===== config.mk =====
export PLATFORM = sky130hd
export DESIGN_NAME = vdp_super_vram_writer
export DESIGN_NICKNAME = d
export VERILOG_FILES = /design/src/rtl/vdp_super_pkg.sv /design/src/rtl/vdp_super_write_fifo.sv /design/src/rtl/vdp_super_vram_writer.sv
export SDC_FILE = /design/constraint.sdc
export NUM_CORES = 1
export LEC_CHECK = 0
export CAP_MARGIN = 10
export CORE_ASPECT_RATIO = 1.2
export CORE_UTILIZATION = 55
export DETAILED_ROUTE_END_ITERATION = 10
export PLACE_DENSITY = 0.74
export SYNTH_ARGS = -nofsm -noshare
export SYNTH_HDL_FRONTEND = slang
export SYNTH_SLANG_ARGS = --single-unit

===== constraint.sdc =====
create_clock -name clk -period 4.85 [get_ports clk]
set_input_delay 0.97 -clock clk [delete_from_list [all_inputs] [get_ports clk]]
set_output_delay 0.97 -clock clk [all_outputs]
set_load 0.03 [all_outputs]

===== src/rtl/vdp_super_pkg.sv =====
// Shared types for the super-res VRAM write path.
// Word/address types, CPU port selectors and packing constants.
package vdp_super_pkg;

  typedef logic [16:0] super_vram_addr_t;
  typedef logic [31:0] super_word_t;

  typedef enum logic [1:0] {
    SEL_DATA,
    SEL_ADDR_L,
    SEL_ADDR_M,
    SEL_ADDR_H
  } cpu_sel_t;

  typedef struct packed {
    super_vram_addr_t addr;
    super_word_t      data;
  } super_wr_t;

  localparam int WORD_ADDR_STEP = 2;
  localparam int COLOR_BYTES    = 3;
  localparam int MID_BYTES      = 4;

endpackage


===== src/rtl/vdp_super_write_fifo.sv =====
// Sync FIFO of {addr,data} word writes with a registered head entry.
// Head/valid are computed from next-state so a push shows one cycle later.
module vdp_super_write_fifo
  import vdp_super_pkg::*;
#(
  parameter int DEPTH = 4,
  parameter int CW    = $clog2(DEPTH) + 1
) (
  input  logic          clk,
  input  logic          reset_n,
  input  logic          i_push,
  input  super_wr_t     i_entry,
  input  logic          i_pop,
  output logic          o_full,
  output logic          o_empty,
  output logic [CW-1:0] o_count,
  output logic          o_head_vld,
  output super_wr_t     o_head
);

  localparam int PW = $clog2(DEPTH);

  super_wr_t     r_mem [DEPTH];
  logic [PW-1:0] r_wptr;
  logic [PW-1:0] r_rptr;
  logic [CW-1:0] r_count;
  logic          r_head_vld;
  super_wr_t     r_head;

  logic          w_full;
  logic          w_pop;
  logic          w_push;
  logic [CW-1:0] w_count_n;
  logic [PW-1:0] w_rptr_n;
  logic          w_bypass;

  assign w_full    = (r_count == CW'(DEPTH));
  assign w_pop     = i_pop & r_head_vld;
  assign w_push    = i_push & (~w_full | w_pop);
  assign w_count_n = r_count + CW'(w_push) - CW'(w_pop);
  assign w_rptr_n  = r_rptr + PW'(w_pop);
  // New entry lands straight in the head when nothing older remains
  assign w_bypass  = w_push & ((r_count - CW'(w_pop)) == '0);

  always_ff @(posedge clk) begin
    if (!reset_n) begin
      r_wptr     <= '0;
      r_rptr     <= '0;
      r_count    <= '0;
      r_head_vld <= 1'b0;
      r_head     <= '0;
    end else begin
      if (w_push) begin
        r_mem[r_wptr] <= i_entry;
        r_wptr        <= r_wptr + PW'(1);
      end
      r_rptr     <= w_rptr_n;
      r_count    <= w_count_n;
      r_head_vld <= (w_count_n != '0);
      if (w_count_n != '0)
        r_head <= w_bypass ? i_entry : r_mem[w_rptr_n];
    end
  end

  assign o_full     = w_full;
  assign o_empty    = (r_count == '0);
  assign o_count    = r_count;
  assign o_head_vld = r_head_vld;
  assign o_head     = r_head;

endmodule


===== src/rtl/vdp_super_vram_writer.sv =====
// CPU byte packer for the super-res framebuffer (24bpp / 16bpp words).
// Packs bytes into 32-bit words, queues them and issues req/ack writes.
module vdp_super_vram_writer
  import vdp_super_pkg::*;
#(
  parameter int FIFO_DEPTH = 4
) (
  input  logic        clk,
  input  logic        reset_n,
  input  logic        enable,
  input  logic        super_color,
  input  logic        super_mid,
  input  logic        cpu_wr,
  input  logic [1:0]  cpu_sel,
  input  logic [7:0]  cpu_data,
  output logic        busy,
  output logic        overrun,
  output logic        mem_wr_req,
  output logic [16:0] mem_addr,
  output logic [31:0] mem_data,
  input  logic        mem_wr_ack
);

  localparam int CW = $clog2(FIFO_DEPTH) + 1;

  super_vram_addr_t r_addr;
  logic [1:0]       r_phase;
  super_word_t      r_word;
  logic             r_push;
  super_wr_t        r_push_ent;
  logic             r_overrun;
  logic             r_enable_d;
  logic [1:0]       r_mode_d;

  cpu_sel_t    w_sel;
  logic [1:0]  w_mode;
  logic        w_data_wr;
  logic        w_addr_wr;
  logic        w_clear;
  logic [1:0]  w_last;
  logic        w_done;
  super_word_t w_word;
  logic        w_full;
  logic        w_empty;
  logic [CW-1:0] w_count;
  logic        w_head_vld;
  super_wr_t   w_head;
  logic        w_pop;

  assign w_sel     = cpu_sel_t'(cpu_sel);
  assign w_mode    = {super_color, ~super_color & super_mid};
  assign w_data_wr = cpu_wr & (w_sel == SEL_DATA) & enable
                   & (w_mode != 2'b00);
  assign w_addr_wr = cpu_wr & (w_sel != SEL_DATA);
  // Address write, falling enable or a mode change restart the word
  assign w_clear   = w_addr_wr
                   | (r_enable_d & ~enable)
                   | (enable & r_enable_d & (w_mode != r_mode_d));
  assign w_last    = super_color ? 2'(COLOR_BYTES - 1)
                                 : 2'(MID_BYTES - 1);
  assign w_done    = w_data_wr & ~w_clear & (r_phase == w_last);
  assign w_pop     = mem_wr_ack & w_head_vld;

  always_comb begin
    w_word = r_word;
    if (super_color) begin
      w_word[31:24] = 8'h00;
      case (r_phase)
        2'd0:    w_word[23:16] = cpu_data;
        2'd1:    w_word[15:8]  = cpu_data;
        default: w_word[7:0]   = cpu_data;
      endcase
    end else begin
      case (r_phase)
        2'd0:    w_word[31:24] = cpu_data;
        2'd1:    w_word[23:16] = cpu_data;
        2'd2:    w_word[15:8]  = cpu_data;
        default: w_word[7:0]   = cpu_data;
      endcase
    end
  end

  always_ff @(posedge clk) begin
    if (!reset_n) begin
      r_addr     <= '0;
      r_phase    <= '0;
      r_word     <= '0;
      r_push     <= 1'b0;
      r_push_ent <= '0;
      r_overrun  <= 1'b0;
      r_enable_d <= 1'b0;
      r_mode_d   <= '0;
    end else begin
      r_enable_d <= enable;
      r_mode_d   <= w_mode;
      r_push     <= w_done;
      if (w_done)
        r_push_ent <= '{addr: r_addr, data: w_word};
      if (w_addr_wr) begin
        unique case (w_sel)
          SEL_ADDR_L: r_addr[7:0]  <= cpu_data;
          SEL_ADDR_M: r_addr[15:8] <= cpu_data;
          SEL_ADDR_H: r_addr[16]   <= cpu_data[0];
          default:    r_addr       <= r_addr;
        endcase
      end else if (w_done) begin
        r_addr <= r_addr + 17'(WORD_ADDR_STEP);
      end
      if (w_clear || w_done) begin
        r_phase <= '0;
        r_word  <= '0;
      end else if (w_data_wr) begin
        r_phase <= r_phase + 2'd1;
        r_word  <= w_word;
      end
      if (r_push && w_full && !w_pop)
        r_overrun <= 1'b1;
      else if (w_addr_wr)
        r_overrun <= 1'b0;
    end
  end

  vdp_super_write_fifo #(
    .DEPTH (FIFO_DEPTH)
  ) u_fifo (
    .clk        (clk),
    .reset_n    (reset_n),
    .i_push     (r_push),
    .i_entry    (r_push_ent),
    .i_pop      (mem_wr_ack),
    .o_full     (w_full),
    .o_empty    (w_empty),
    .o_count    (w_count),
    .o_head_vld (w_head_vld),
    .o_head     (w_head)
  );

  logic w_unused;
  assign w_unused = w_empty ^ (^w_count);

  assign busy       = w_full;
  assign overrun    = r_overrun;
  assign mem_wr_req = w_head_vld;
  assign mem_addr   = w_head.addr;
  assign mem_data   = w_head.data;

endmodule

# ---- Word-level counts from Yosys, hierarchy flattened
# Memory sizes are Yosys's and may differ from the RTL's.
# Cells that the tools add are included.
dict set report classes {
  shifts 0
  eq_ne 11
  bitwise_logic 21
  div_mod_pow 0
  reduce_logical 18
  n_mul 0
  magnitude_cmp 0
  n_addsub 7
  muxes 20
}
# op n
set ops {}
lappend ops {{2-to-1 mux 8 bit} 9}
lappend ops {{2-to-1 mux 49 bit} 1}
lappend ops {{2-to-1 mux 17 bit} 2}
lappend ops {{2-to-1 mux 32 bit} 1}
lappend ops {{adder 17 x 2 -> 17 bit (second input constant)} 1}
lappend ops {{AND 1 bit} 13}
lappend ops {{nonzero test 2 bit} 4}
lappend ops {{2-to-1 mux 1 bit} 7}
lappend ops {{equality test 2 bit (second input constant)} 3}
lappend ops {{inequality test 2 x 1 -> 1 bit (second input constant)} 3}
lappend ops {{AND reduction 2 bit} 3}
lappend ops {{subtractor 3 x 1 -> 3 bit} 2}
lappend ops {{inverter 1 bit} 5}
lappend ops {{adder 2 x 1 -> 2 bit (second input constant)} 2}
lappend ops {{equality test 2 x 1 -> 1 bit (second input constant)} 2}
lappend ops {{logical NOT 2 bit} 2}
lappend ops {{OR reduction 2 bit} 2}
lappend ops {{adder 3 x 1 -> 3 bit} 1}
lappend ops {{equality test 3 bit (second input constant)} 1}
lappend ops {{logical NOT 3 bit} 1}
lappend ops {{OR 1 bit} 3}
lappend ops {{nonzero test 3 bit} 1}
lappend ops {{OR reduction 3 bit} 1}
lappend ops {{adder 2 x 1 -> 2 bit} 1}
lappend ops {{5 further kinds} 6}
dict set report word_totals {
  mem_count 1
  latch_bits 0
  output_inout_bits 52
  register_bits 162
  mem_bits_ro 0
  mem_bits_rw 196
}
# name depth width rd rd_ports_with_merged_regs write_ports line_no
set mem_list {}
lappend mem_list {u_fifo.r_mem 4 49 1 0 1 vdp_super_write_fifo.sv:23} ;# super_wr_t r_mem [DEPTH];

# ---- Depth between registers and ports, before layout
# Gate-level depths: netlist of run 1.
dict set report logic_depth {
  depth_word 10
  ltp_mapped 13
  depth_no_buf 12
}

# ---- Cells and area by module
# Synthesis of run 1 repeated with hierarchy kept, for this count alone.
dict set report unflattened {
  cells_unflattened 1118
  hier_area_um2 14224.9
}
# module n_inst area_per_inst_um2 cells_each
set by_module_without_submodules {}
lappend by_module_without_submodules {vdp_super_write_fifo 1 9577.9 580}
lappend by_module_without_submodules {vdp_super_vram_writer 1 4647.0 538}

# ---- Worst setup path before layout of run 1
# OpenSTA, ideal clock, no wires.
dict set report synth_path {
  path_kind {input -> register}
  from {input port mem_wr_ack}
  to {register u_fifo.r_head (netlist bit u_fifo.o_head[0])}
  arrival_time_ps 3156
  required_time_ps 4717
  cell_stages 13
  setup_slack_ps 1561
  setup_time_ps 133
  path_cell_list {nand2_1 > inv_1 > ha_1 > inv_1 > ha_1 > inv_1 > fa_1 > xnor2_1 > xnor2_1 > nand3b_1 > clkbuf_1 > clkbuf_1 > a21oi_1}
}
dict set report synth_between {
  elab_chain_cells 6
}
# item line_no
set synth_lines {}
lappend synth_lines {{start: declaration} vdp_super_vram_writer.sv:21} ;# input logic mem_wr_ack
lappend synth_lines {{AND 1 bit *} vdp_super_write_fifo.sv:38} ;# assign w_pop = i_pop & r_head_vld;
lappend synth_lines {{OR 1 bit} vdp_super_write_fifo.sv:39} ;# assign w_push = i_push & (~w_full | w_pop);
lappend synth_lines {{AND 1 bit} vdp_super_write_fifo.sv:39}
lappend synth_lines {{adder 3 x 1 -> 3 bit} vdp_super_write_fifo.sv:40} ;# assign w_count_n = r_count + CW'(w_push) - CW'(w_pop);
lappend synth_lines {{subtractor 3 x 1 -> 3 bit} vdp_super_write_fifo.sv:40}
lappend synth_lines {{nonzero test 3 bit} vdp_super_write_fifo.sv:60} ;# if (w_count_n != '0)
lappend synth_lines {{end signal: assignment} vdp_super_write_fifo.sv:61} ;# r_head <= w_bypass ? i_entry : r_mem[w_rptr_n];
lappend synth_lines {{end: declaration} vdp_super_write_fifo.sv:28} ;# super_wr_t r_head;
# Every way passes the cells marked *; elsewhere a longest branch is shown, timed or not.
# A chain may end at the register's enable or synchronous reset.

# ---- Worst setup path in the final report of run 1
dict set report layout_path {
  from {input port mem_wr_ack}
  to {register u_fifo.r_head (netlist bit u_fifo.o_head[5])}
}
# The elaborated chain is that of the path after synthesis.

==> flow_summary.ini, run 1 <==
[run_status]
status = finished, final reports clean

[cells_and_area]
antenna_cells = 0
share_of_cells_above_drive_strength_1_pct = 12.2
utilization_of_the_core_after_routing_pct = 64.0
layout.cells.most_common = edfxtp_1
finish.net_count = 1136
syn_to_final_growth_pct = 14.3
final_design_area_no_fill_mm2 = 0.0164
layout.cells.non_filler = 1461
most-common-layout-cells = edfxtp_1, dfxtp_1, nand2_1

[cts]
cts_max_level = 2
cts_num_sinks = 358
cts_tree = yes
clkTransAtPathRegs_ns = 0.06
cts_root_buf = clkbuf_16
clk_path_buf_depth = 3
worst_skew_pair.late_latency_ns = 0.52
postCtsResizedCells = 0
number_of_buffers_added_by_the_clock_tree_synthesis_step = 35
setup_buffers_after_cts = 0
postCtsHoldBufs = 0

[setup_path]
worstReg2RegStart = u_fifo.o_count[2]$_SDFF_PN0_
critical_path.startpoint_type = input port
timing.rr.end = u_fifo.o_head[5]$_SDFFE_PN0P_
worstSetupPathType = input port to flop
critPathRequiredTime_ns = 5.30
ff2ff_setup_slack_ns = 2.02
crit_fanout = 47
end_kind = flop
r2r_cells = 11
cp.arrival_ns = 3.83

[floorplanning]
die_area_mm2 = 0.0267
io_pins = 69
start_util_pct = 56.1
fp.dieW_um = 149
std_cell_rows = 64
core_area_mm2 = 0.0255
fp.dieH_um = 179

[sta]
fin_skew_ns = 0.0224
worst_hold_slack_ns = 0.461
final_setup_slack_of_the_worst_path_ns = 1.47
layout_worst_path_cycle_share_pct = 69.8
final_number_of_setup_violating_endpoints = 0
drv_slew = 0
layout_min_cycle_time_ns = 3.38
setup_tns_ns = 0
achievable-frequency_mhz = 295
worst-slew-pin-transition_ns = 0.997
unrepaired_setup_endpoints_after_global_routing = no
hold_viol_final = 0
timing.max_slew.rel_slack_pct = 33.5

[min_path]
holdPathStages = 2
hold_path_startpoint = r_word[29]$_SDFFE_PP0P_
hold_path_class = flop to flop
min_to = r_word[29]$_SDFFE_PP0P_

[synthesis]
synth_cell_types = 54
dominantRegCellSynth = edfxtp_1
post_synth_inst_count = 1052
synth-seq-cells = 358
number_of_flops_mapped_to_enable_cells_by_yosys = 196
synthesis.nets = 1084
ys_seq_area_share_pct = 63.7
syn-mean-instance-area_um2 = 13.6
ys_warn_count = 0
synth.cell_area_mm2 = 0.0143
postSynth.asyncResetShare_pct = 0

[power_and_ir_drop]
total_power_divided_by_cell_area_mw_per_mm2 = 442
max-vdd-ir-drop_mv = 0.305
total_leakage_power_nw = 6.55
total_power_mw = 7.23

[detailed_routing]
count_of_routing_violations_after_the_opening_detailed_route_iteration = 464
drt_pre_antenna_iters = 4
postRouteWirelength_um = 27700
final_antenna_net_count = 0
vias_per_cell = 5.76
drc = 0
routed_wire_length_per_instance_um = 19.0
vias = 8421

[grt]
grt_overflow_total = 0
grt_pass1_vias = 8275
antenna_found_initial = 0
largest_net_degree_at_the_start_of_global_routing = 105
groute.usage.overall_pct = 21.6
grt_pass1_wl_um = 44400

[place]
placedCellCount = 1397
detailedPlacementHpwl_um = 17000
port_buffers = 68
place_ws_ns = 0.935
globalplace.congestion = 0.818
placed_inst_area_mm2 = 0.0153

[run]
drv.max_cap_violation_count = 0
[routing by layer]
| layer | up-vias | track usage [%] | wire length, um |
|---|---|---|---|
| li1 | 4022 | - | - |
| met4 | 0 | 5.61 | 479 |
| met5 | - | 0 | 0 |
| met3 | 37 | 2.98 | 823 |
| met2 | 145 | 37.3 | 13900 |
| met1 | 4217 | 28.6 | 12500 |
[worst max-delay path, stage by stage]
cell	delay (ns)
clkdlybuf4s50_1	0.45
nand2_1	0.10
inv_1	0.16
ha_1	0.27
inv_1	0.07
ha_1	0.14
inv_1	0.05
fa_1	0.39
xnor2_1	0.20
xnor2_1	0.12
nand3b_1	0.13
buf_4	0.39
o21ai_0	0.16
a21oi_1	0.19
[worst max path at each step]
stage                     startpoint                             end  slack (ns)  depth (start not counted)
after floorplan           mem_wr_ack   u_fifo.o_head[0]$_SDFFE_PN0P_        1.56                         13
after global placement    mem_wr_ack  u_fifo.o_head[23]$_SDFFE_PN0P_        1.11                         14
after detailed placement  mem_wr_ack   u_fifo.o_head[5]$_SDFFE_PN0P_        0.93                         14
after CTS                 mem_wr_ack   u_fifo.o_head[5]$_SDFFE_PN0P_        1.47                         14
after global routing      mem_wr_ack   u_fifo.o_head[5]$_SDFFE_PN0P_        1.22                         14
final                     mem_wr_ack   u_fifo.o_head[5]$_SDFFE_PN0P_        1.47                         14
[power breakdown]
part / internal, mW / total [mW] / leakage, nW / switching [mW]
clock network: 1.39 / 2.48 / 0.503 / 1.09
logic: 0.530 / 1.39 / 2.46 / 0.861
registers: 3.30 / 3.36 / 3.59 / 0.0626
total: 5.22 / 7.23 / 6.55 / 2.01
[flip-flops by register name, indices dropped and copies added (netlist names)]
signal / cells
r_mode_d: 2
r_enable_d: 1
u_fifo.r_mem: 196
u_fifo.r_rptr: 2
u_fifo.o_head: 49
r_push_ent: 49
u_fifo.o_head_vld: 1
r_push: 1
overrun: 1
u_fifo.o_count: 3
r_word: 32
u_fifo.r_wptr: 2
r_addr: 17
r_phase: 2
[logic make-up after synthesis]
kind of cell / count (synthesis) / synth area share (%)
AO/OA/AOI/OAI: 216 / 9.75
XOR/XNOR: 8 / 0.489
adder cells (fa/ha/maj): 15 / 1.36
buffers and inverters: 82 / 2.49
flip-flops: 358 / 63.7
multiplexers: 157 / 15.3
AND/OR/NAND/NOR: 216 / 6.82
[cell type report]
| type | instances | area, um2 |
|---|---|---|
| clock buffers | 54 | 967 |
| clock inverters | 10 | 62.6 |
| fillers | 1905 | 9180 |
| inverters | 11 | 41.3 |
| multi-input cells | 612 | 4870 |
| flip-flops and latches | 358 | 9130 |
| well taps | 330 | 413 |
| repair buffers | 86 | 876 |
[synthesized netlist by cell type, types with 2 or more instances]
cell type | instances | area share, %
a21boi_0 | 30 | 1.6
a21boi_1 | 3 | 0.16
a21o_1 | 5 | 0.26
a21oi_1 | 71 | 2.5
a31oi_1 | 2 | 0.087
a32oi_1 | 3 | 0.18
and2_1 | 9 | 0.39
and3_1 | 8 | 0.35
buf_1 | 2 | 0.052
buf_2 | 15 | 0.52
buf_4 | 6 | 0.31
clkbuf_1 | 47 | 1.2
dfxtp_1 | 162 | 23
edfxtp_1 | 196 | 41
ha_1 | 14 | 1.2
inv_1 | 11 | 0.29
mux2i_1 | 105 | 7.3
mux2i_2 | 3 | 0.29
mux4_2 | 49 | 7.7
nand2_1 | 112 | 2.9
nand2b_1 | 2 | 0.087
nand3_1 | 6 | 0.21
nand3b_1 | 2 | 0.10
nand4_1 | 3 | 0.13
nand4b_1 | 4 | 0.24
nor2_1 | 55 | 1.4
nor2_2 | 2 | 0.087
nor2b_1 | 4 | 0.17
o211a_1 | 24 | 1.7
o21ai_0 | 58 | 2.0
o221a_2 | 4 | 0.31
o22ai_1 | 3 | 0.13
o31ai_1 | 4 | 0.21
or2_2 | 2 | 0.087
xnor2_1 | 6 | 0.37
xor2_1 | 2 | 0.12
(Power assumes the default switching activity.)
==> run 2: changes to the inputs <==
CORE_UTILIZATION = 54   (was 55)
PLACE_DENSITY = 0.75   (was 0.74)
clock period = 2.75 ns   (was 4.85 ns; I/O delays follow)
==> run 2 against run 1 <==
  * Clock skew is 0.0057 ns lower
  * First-iteration DRC count grew 18%
  * Highest routed layer unchanged
  * Critical path depth decreased by 12
  * Routed wire length is 11% higher
  * Count of clock-buffer cells in the layout decreased by 3
  * Non-clock buffer count is 41 higher
  * Setup slack got worse by 1.4 ns
  * Worst hold slack got worse by 0.0065 ns
  * Core utilization increased by 2.8 points
==> flow_summary.ini, run 2 (synthesis gave the netlist of run 1 again) <==
[power_and_ir_drop]
total_power_mw = 14.2
power.switching_fraction_pct = 29.4
max-vdd-ir-drop_mv = 0.608
power.switching_mw = 4.17
total_leakage_power_nw = 6.93
p_int_mw = 10.0
comb_power_share_pct = 26.8
portion_of_total_power_attributed_to_the_clock_network_pct = 31.2
power_frac_seq_pct = 42.1
total_power_divided_by_cell_area_mw_per_mm2 = 823

[detailed_routing]
routed_wire_length_per_instance_um = 20.5
vias_per_cell = 5.87
final_antenna_net_count = 0
count_of_routing_violations_after_the_opening_detailed_route_iteration = 547
drt_pre_antenna_iters = 5
highest_layer = met4
postRouteWirelength_um = 30800
dr_wl_met2_um = 15400
vias = 8814
wirelength_met1_um = 13300
routed-wl-met3_um = 1350
drc = 0

[cells_and_area]
finish.net_count = 1177
layout.cells.non_filler = 1501
ff_latch_area_mm2 = 0.00913
share_of_cells_above_drive_strength_1_pct = 19.0
layout.cells.most_common = edfxtp_1
fillCellCount = 1820
final_design_area_no_fill_mm2 = 0.0172
number_of_flip_flops_under_the_largest_register_name = 196
utilization_of_the_core_after_routing_pct = 66.9
largest-register = u_fifo.r_mem
most-common-layout-cells = edfxtp_1, dfxtp_1, nand2_1
multiInputGateArea_mm2 = 0.00505
antenna_cells = 0
syn_to_final_growth_pct = 20.4

[min_path]
hold_path_class = flop to flop
holdPathStages = 2

[cts]
cts_num_sinks = 358
cts_tree = yes
clk_path_buf_depth = 3
worst_skew_pair.late_latency_ns = 0.51
number_of_buffers_added_by_the_clock_tree_synthesis_step = 35
clkTransAtPathRegs_ns = 0.06
cts_max_level = 2
cts_root_buf = clkbuf_16

[setup_path]
r2r_cells = 12
worstSetupPathType = flop to primary output
crit_fanout = 3
critPathRequiredTime_ns = 2.20
cp.arrival_ns = 2.09
end_kind = primary output
critical_path.startpoint_type = flop

[grt]
grt_overflow_total = 0
grt_pass1_wl_um = 47200
grt_pass1_vias = 8656
groute.usage.overall_pct = 22.5
largest_net_degree_at_the_start_of_global_routing = 75
antenna_found_initial = 0

[floorplanning]
start_util_pct = 55.5
std_cell_rows = 64
core_area_mm2 = 0.0258
fp.dieH_um = 180
die_area_mm2 = 0.0272
fp.dieW_um = 151
io_pins = 69

[run_status]
status = finished, final reports clean

[place]
detailedPlacementHpwl_um = 18100
placed_inst_area_mm2 = 0.0159
globalplace.congestion = 0.839
placedCellCount = 1433
port_buffers = 68
place_ws_ns = -0.662

[sta]
final_setup_slack_of_the_worst_path_ns = 0.112
layout_worst_path_cycle_share_pct = 95.9
drv_slew = 0
layout_min_cycle_time_ns = 2.64
worst-slew-pin-transition_ns = 0.617
fin_skew_ns = 0.0167
unrepaired_setup_endpoints_after_global_routing = no
achievable-frequency_mhz = 379
final_number_of_setup_violating_endpoints = 0
hold_viol_final = 0
timing.max_slew.rel_slack_pct = 58.7

[run]
drv.max_cap_violation_count = 0
==> run 2: power by group through the flow <==
stage	Sequential (mW)	Clock, mW	Combinational [mW]
CTS	5.94	4.50	3.02
global placement	6.05	0	2.64
finish	5.97	4.43	3.80
floorplan	6.39	0	1.37
global route	5.99	4.74	4.03
detailed placement	6.05	0	2.70
==> run 2: cell type report <==
type                            count  area share [%]
Clock inverter                     12           0.392
Multi-Input combinational cell    612            29.3
Timing Repair Buffer              127            9.05
Tap cell                          330            2.39
Sequential cell                   358            52.9
Clock buffer                       51            5.73
Inverter                           11           0.239
==> run 2: final timing paths <==
path | from | endpoint | slack, ns
hold / removal | r_word[27]$_SDFFE_PP0P_ | r_word[27]$_SDFFE_PP0P_ | 0.45
hold reg to reg | r_word[27]$_SDFFE_PP0P_ | r_word[27]$_SDFFE_PP0P_ | 0.45
setup / recovery | u_fifo.o_count[2]$_SDFF_PN0_ | busy | 0.11
setup reg to reg | u_fifo.o_count[2]$_SDFF_PN0_ | u_fifo.o_head[1]$_SDFFE_PN0P_ | 0.12
==> run 2: layer usage <==
metal	up-vias	global-route usage [%]
met5	-	0
met4	0	6.40
met3	51	3.39
met2	210	36.9
met1	4456	31.2
li1	4097	-
==> run 2: repair_timing <==
action,4_1_cts,5_1_grt
hold buffers,0,0
pin swaps,1,6
resized for setup,13,88
endpoints found under the setup margin,26,50
buffers inserted,1,0
gates cloned,1,3
==> run 2: through the flow <==
step	TNS (ns)	hold slack (ns)
finish	0	0.454
global route	0	0.478
CTS	0	0.456
detailed placement	-27.46	0.447
global placement	-22.93	0.441
floorplan	0	0.436
==> run 2: worst max-delay path: stages (launching register included) <==
cell	delay (ns)
dfxtp_1	0.44
nor3b_2	0.41
clkdlybuf4s50_1	0.75
